[src/rtl/vector_packer.sv]
// -----------------------------------------------------------------------------
// vector_packer
//   Packs RATIO narrow IN_W-bit slices from a valid/ready stream into one
//   registered OUT_W = IN_W*RATIO bit word. The slice order is selectable. A
//   flush request emits a partially filled word, with the unfilled slots zero.
//
// Parameters
//   IN_W      slice width in bits (>= 1)
//   RATIO     slices per output word (>= 2)
//   MSB_FIRST 1: the first slice lands in the top slot; 0: it lands in the bottom slot
//
// Ports
//   clk         rising-edge clock
//   rst_n       asynchronous active-low reset
//   in_data     input slice
//   in_valid    slice present
//   in_ready    packer accepts a slice this cycle
//   flush       single-cycle request to emit the partial word
//   out_data    packed word, with unfilled slots zero
//   out_valid   word present
//   out_ready   consumer accepts the word
//   out_fill    number of valid slices in out_data
//   out_partial word was produced by a flush with out_fill < RATIO
// -----------------------------------------------------------------------------
module vector_packer #(
  parameter int IN_W      = 4,
  parameter int RATIO     = 2,
  parameter int MSB_FIRST = 1
) (
  input  logic                         clk,
  input  logic                         rst_n,
  input  logic [IN_W-1:0]              in_data,
  input  logic                         in_valid,
  output logic                         in_ready,
  input  logic                         flush,
  output logic [IN_W*RATIO-1:0]        out_data,
  output logic                         out_valid,
  input  logic                         out_ready,
  output logic [$clog2(RATIO+1)-1:0]   out_fill,
  output logic                         out_partial
);

  localparam int OUT_W  = IN_W * RATIO;
  localparam int CNT_W  = $clog2(RATIO);
  localparam int FILL_W = $clog2(RATIO + 1);
  localparam logic [CNT_W-1:0]  LAST_SLOT = CNT_W'(RATIO - 1);
  localparam logic [FILL_W-1:0] FULL_FILL = FILL_W'(RATIO);

  // Returns the LSB position of slot k, which depends on the chosen slice order.
  function automatic int slot_lsb(input int k);
    return (MSB_FIRST != 0) ? (RATIO - 1 - k) * IN_W : k * IN_W;
  endfunction

  logic [OUT_W-1:0]  r_asm;
  logic [CNT_W-1:0]  r_cnt;
  logic              r_flush_pend;
  logic [OUT_W-1:0]  r_out_data;
  logic              r_out_valid;
  logic [FILL_W-1:0] r_out_fill;
  logic              r_out_partial;

  logic              w_slot_free;
  logic              w_in_ready;
  logic              w_acc;
  logic              w_complete;
  logic              w_flush_req;
  logic              w_flush_emit;
  logic [FILL_W-1:0] w_fill_eff;
  logic [OUT_W-1:0]  w_asm_ld;

  assign w_slot_free = !r_out_valid || out_ready;
  // The last slot may be accepted only when the completed word has somewhere to go.
  assign w_in_ready  = !r_flush_pend && ((r_cnt != LAST_SLOT) || w_slot_free);
  assign w_acc       = in_valid && w_in_ready;
  assign w_complete  = w_acc && (r_cnt == LAST_SLOT);

  // The fill count includes a slice accepted in the same cycle, so a
  // flush that arrives together with a slice still packs that slice.
  assign w_fill_eff  = FILL_W'(r_cnt) + FILL_W'(w_acc);

  // A new flush request is handled together with any pending one, so a
  // repeated flush never emits a second word.
  assign w_flush_req  = flush || r_flush_pend;
  assign w_flush_emit = w_flush_req && w_slot_free && !w_complete &&
                        (w_fill_eff != '0);

  // The assembly register with the current slice merged into its slot.
  always_comb begin
    w_asm_ld = r_asm;
    for (int k = 0; k < RATIO; k++) begin
      if (w_acc && (r_cnt == CNT_W'(k))) begin
        w_asm_ld[slot_lsb(k) +: IN_W] = in_data;
      end
    end
  end

  // Assembly state
  always_ff @(posedge clk or negedge rst_n) begin
    if (!rst_n) begin
      r_asm        <= '0;
      r_cnt        <= '0;
      r_flush_pend <= 1'b0;
    end else begin
      if (w_complete || w_flush_emit) begin
        r_asm <= '0;
        r_cnt <= '0;
      end else if (w_acc) begin
        r_asm <= w_asm_ld;
        r_cnt <= r_cnt + 1'b1;
      end
      // A flush waits only while the output slot is occupied.
      r_flush_pend <= w_flush_req && !w_slot_free;
    end
  end

  // Output word register
  always_ff @(posedge clk or negedge rst_n) begin
    if (!rst_n) begin
      r_out_data    <= '0;
      r_out_valid   <= 1'b0;
      r_out_fill    <= '0;
      r_out_partial <= 1'b0;
    end else begin
      if (w_complete) begin
        r_out_data    <= w_asm_ld;
        r_out_valid   <= 1'b1;
        r_out_fill    <= FULL_FILL;
        r_out_partial <= 1'b0;
      end else if (w_flush_emit) begin
        r_out_data    <= w_asm_ld;
        r_out_valid   <= 1'b1;
        r_out_fill    <= w_fill_eff;
        r_out_partial <= 1'b1;
      end else if (out_ready) begin
        // Data, fill and partial keep the last word for observability.
        r_out_valid   <= 1'b0;
      end
    end
  end

  assign in_ready    = w_in_ready;
  assign out_data    = r_out_data;
  assign out_valid   = r_out_valid;
  assign out_fill    = r_out_fill;
  assign out_partial = r_out_partial;

endmodule

[config.mk]
export PLATFORM = sky130hd
export DESIGN_NAME = vector_packer
export DESIGN_NICKNAME = d
export VERILOG_FILES = /design/src/rtl/vector_packer.sv
export SDC_FILE = /design/constraint.sdc
export NUM_CORES = 1
export LEC_CHECK = 0
export CORE_MARGIN = 1.5
export CORE_UTILIZATION = 54
export CTS_CLUSTER_SIZE = 12
export DETAILED_ROUTE_END_ITERATION = 10
export GPL_TIMING_DRIVEN = 0
export PLACE_DENSITY_LB_ADDON = 0.08
export RECOVER_POWER = 50
export SKIP_CTS_REPAIR_TIMING = 1
export SLEW_MARGIN = 0
export SYNTH_ARGS = -nofsm -noshare
export SYNTH_HDL_FRONTEND = slang
export SYNTH_SLANG_ARGS = --single-unit
[constraint.sdc]
create_clock -name clk -period 2.67 [get_ports clk]
set_input_delay 0.267 -clock clk [delete_from_list [all_inputs] [get_ports clk]]
set_output_delay 0.267 -clock clk [all_outputs]
set_load 0.02 [all_outputs]
# Word level (Yosys, flattened, before mapping)
# Index checks and enable logic that the tools add are counted.
# totals
word_cells,45
register_bits,22
output_inout_bits,13
in_bits,9
# classes
reduce_logical,20
n_addsub,2
bitwise,1
n_mux,15
# op_table
op,count
two-way mux 8 bit,4
logical AND 1 bit,8
two-way mux 4 bit,2
two-way mux 1 bit,7
nonzero test 2 bit,3
zero test 1 bit,4
logical OR 1 bit,4
two-way mux 2 bit,2
nonzero test 3 bit,1
adder 1 x 1 -> 2 bit,1
"adder 1 bit, second input constant",1
inverter 1 bit,1

# Logic depth before layout (Yosys ltp)
# logic_depth
ltp_word,11
mapped_depth,9
depth_no_buf,7

# Worst setup path after synthesis
# OpenSTA, ideal clock, no wires.
# synth_path
kind,reg-to-reg
from,register r_out_valid (netlist: out_valid)
to,register r_out_fill[0] (netlist: out_fill[0])
setup_time_ps,125
path_stages_with_launch,8
n_path_buf,0
period_less_slack_ps,1927
t_required_ps,2545
path_slack_ps,743
t_arrival_ps,1802
path_cell_list,dfrtp_1 or2b_4 o21ai_2 ha_1 o21ba_2 nand2_4 nand2_2 mux2_4
# synth_via
elab_chain_cells,10
elab_cells_between_ends,15
cone_classes,add/sub: 1; mux: 2; reduce/logical: 12
# synth_lines
item,line,text
"start, declared",58,logic r_out_valid;
"start signal, assigned",120,r_out_valid <= 1'b0;
"start signal, assigned",126,r_out_valid <= 1'b1;
"start signal, assigned",131,r_out_valid <= 1'b1;
zero test 1 bit *,71,assign w_slot_free = !r_out_valid || out_ready;
logical OR 1 bit *,71,
"parallel branches: the longest is 8 deep, another holds adder 1 x 1 -> 2 bit",--,
"end signal, assigned",132,r_out_fill <= w_fill_eff;
"end, declared",59,logic [FILL_W-1:0] r_out_fill;
# Mark *: on every way between the ends. The select of a mux whose other input is x is not followed.
# A chain may end at the register's enable or synchronous reset.

# Worst setup path in the final report
# layout_path
from,register r_out_valid (netlist: out_valid)
to,register r_out_data[6] (netlist: out_data[6])
# layout_via
elab_chain_cells,10
elab_cells_between_ends,17
cone_classes,add/sub: 1; mux: 3; reduce/logical: 13
# layout_lines
item,line,text
zero test 1 bit *,71,
logical OR 1 bit *,71,
"parallel branches: the longest is 8 deep, another holds adder 1 x 1 -> 2 bit",--,
"end signal, assigned",125,r_out_data <= w_asm_ld;
"end signal, assigned",130,r_out_data <= w_asm_ld;
"end, declared",57,logic [OUT_W-1:0] r_out_data;
# Marks and branches as above.

==> results.md <==
* Final period util at 80.15%
* Final hold violation count at 0
* Num CTS Buffers at 3
* Detailed-route vias per instance at 5.609
* Die X at 48.41 microns
* Root buf cell: clkbuf_4
* Initial Utilization at 57.35%
* Adder-cell area share of the yosys netlist at 1.124%
* Max Slew Vio Count at 0
* Worst path slowest cell: dfrtp_1
* Clk sinks at 22
* CTS H-tree depth at 1
* Fin nets at 145
* DRC errors left at 0
* WL/cell at 14.80 microns
* Area Overhead vs Synth at 26.29%
* Simple-gate area share of the yosys netlist at 25.28%
* Top cell type's share of synthesized area at 49.44%
* Leak at 0.6333 nW
* Die area at 0.002344 sq mm
* Syn nets at 119
* Area contributors post-synth: dfrtp_1 49%, nand2_1 5.1%, a21oi_1 4.9%
* Yosys reg bits at 22
* Critical path launch point type: register
* Critical path cell sequence: or2b_1 > o21ai_2 > ha_1 > o21ba_2 > nand2_4 > buf_6 > nor3_2 > a211oi_2
* Worst setup EP type: register
* # IOs at 22
* Setup violators final at 0
* Tot GR Track Use at 23.15%
* Footprint of the multi-input gates at 509.2 sq um
* Hold Crit Class: reg2reg
* Core area at 0.001942 sq mm
* Clk_lat worst skew at 0.32 ns
* Clock skew at 0.003588 ns
* Most frequent cells in the layout: 22 x dfrtp_1, 15 x nand2_1, 15 x clkdlybuf4s50_1
* Required time of the critical path at 2.88 ns
* Critical path depth at 8
* Yosys cell types at 32
* Buf+Inv Stages, Crit Path at 1
* Vias in the first global route at 890
* CTS tree: yes
* Slew @ Worst Pin at 1.002 ns
* First-pass GRT wire length at 4.188 mm
* Crit path max fanout at 10
* Initial antenna violation count at 0
* Largest net degree at the start of global routing at 23
* VDD IR max at 0.7640 mV
* Die Ht at 48.41 microns
* Multiplexer share of the synthesized area at 1.348%
* Filler cell count in the final layout at 163
* Commonest non-fill, non-tap cell in the layout: dfrtp_1
* DR iter-0 viols at 8
* Syn. warnings at 0
* Share of cells above drive strength 1 at 17.91%
* PortBufs at 21
* Max-cap viol count at 0
* Routed Antenna Nets at 0
* Total global routing overflow at 0
* Xor/xnor share of the synthesized area at 0%
* Cell area after synthesis at 0.001114 sq mm
* Yosys top cell by area: dfrtp_1
* Critical path's top delay family: simple AND/OR/NAND/NOR gates
* Post-Synthesis Cells at 109
* Sequential share of the synthesized area at 49.44%
* N_diodes at 0
* Status: finished clean
* Clock transition at path regs at 0.12 ns
* Slowest stage delay, CP at 0.40 ns
* DR vias at 903
* Placer Congestion at 0.8199
* Tot Pwr at 0.001565 W
* Power Density at 1113 mW/mm^2
* Slew margin rel. at 32.96%
* DP HPWL at 1.768 mm
* Drt pass-1 iters at 4
* Hold path cells at 2
* RSZ-0062 raised after global routing: false
* CP arrival at 2.35 ns
* Worst reg2reg path depth at 8
* Max Root-Sink Buffers at 2
* FF+latch area at 550.5 sq um
* Main combinational cell family by area after synthesis: simple AND/OR/NAND/NOR gates
* Syn_area_per_cell at 10.22 sq um
* Setup TNS at 0 ns
* DRT Wirelength at 2.383 mm
* Row cnt at 16
* Worst setup path class: reg2reg
* Compound-gate portion of the synthesized area at 18.31%
* F_max at 0.4673 GHz
* Minimum clock period at 2.140 ns
==> flip-flops by register name, summed over array words and instances, names as in the netlist <==
signal / flops
out_data: 8
out_fill: 2
out_partial: 1
out_valid: 1
r_asm: 8
r_cnt: 1
r_flush_pend: 1
==> logic make-up (layout without fill, tap and decap cells) <==
| logic type | count (synthesis) | in the layout |
|---|---|---|
| and+or+nand+nor | 52 | 52 |
| AOI/OAI and AO/OA | 27 | 27 |
| DFF | 22 | 22 |
| buffers and inverters | 6 | 31 |
| adders and majority gates | 1 | 1 |
| muxes | 1 | 1 |
==> cell usage after synthesis <==
| cell type | number |
|---|---|
| nand2_1 | 15 |
| o21ai_0 | 1 |
| nor2b_1 | 2 |
| o21ai_2 | 1 |
| mux2_4 | 1 |
| nand2_2 | 1 |
| nand2b_1 | 1 |
| nor2_1 | 11 |
| o22ai_1 | 1 |
| inv_1 | 1 |
| a21oi_2 | 1 |
| nor2_4 | 1 |
| or2b_4 | 1 |
| dfrtp_1 | 22 |
| o21ai_4 | 1 |
| nand3_4 | 1 |
| a21oi_1 | 11 |
| and3_1 | 8 |
| nor3_2 | 1 |
| and2b_1 | 1 |
| nor3_1 | 7 |
| a211oi_2 | 4 |
| o21bai_2 | 1 |
| o21a_1 | 1 |
| a31oi_1 | 4 |
| buf_2 | 1 |
| ha_1 | 1 |
| nand3_1 | 1 |
| buf_6 | 3 |
| nand2_4 | 1 |
| buf_4 | 1 |
| o21ba_2 | 1 |
==> power by group <==
| group | switching, W | internal, W | total, W |
|---|---|---|---|
| Clock | 0.000106 | 0.000152 | 0.000258 |
| Combinational | 0.000443 | 0.000350 | 0.000793 |
| Sequential | 0.0000695 | 0.000444 | 0.000514 |
| Total | 0.000619 | 0.000946 | 0.00156 |
==> through the flow <==
| stage | instances | util (%) | cell area (sq um) | setup WS (ns) | hold WS, ns |
|---|---|---|---|---|---|
| floorplan | 109 | - | 1114 | 0.7431 | -0.02859 |
| global placement | 157 | 69.91 | 1358 | 0.3595 | 0.4593 |
| detailed placement | 157 | 69.91 | 1358 | 0.2864 | 0.4695 |
| CTS | 161 | 72.62 | 1410 | 0.6020 | 0.5010 |
| global route | 161 | 72.42 | 1406 | 0.3852 | 0.5325 |
| finish | 161 | 72.42 | 1406 | 0.5300 | 0.4898 |
==> worst paths after layout <==
path	slack [ns]	startpoint	to
setup / recovery	0.53	out_valid	out_data[6]
min in group asynchronous	0.55	rst_n	out_data[7]
hold reg to reg	0.49	out_fill[1]	out_fill[1]
max in group asynchronous	1.52	rst_n	out_data[1]
setup reg to reg	0.53	out_valid	out_data[6]
hold / removal	0.49	out_fill[1]	out_fill[1]
==> layout make-up <==
cell class                 instances  area share (%)
sequential                        22           39.15
multi-input combinational         81           36.21
timing repair buffer              21           14.95
buffer                             5           3.292
tap                               27           2.402
clock inverter                     1           2.135
clock buffer                       3           1.601
inverter                           1          0.2669
==> routing by layer <==
layer / share of wire [%] / GRT usage (%)
met5: 0 / 0
met4: 3.0 / 12.86
met3: 2.6 / 4.321
met2: 49 / 37.04
met1: 45 / 29.88
==> worst register-to-register path, stage by stage, from the launching register on <==
cell and delay [ns]:
dfrtp_1 0.40, or2b_1 0.40, o21ai_2 0.15, ha_1 0.25, o21ba_2 0.31, nand2_4 0.09, buf_6 0.16, nor3_2 0.20
a211oi_2 0.07
(Power assumes the default switching activity.)
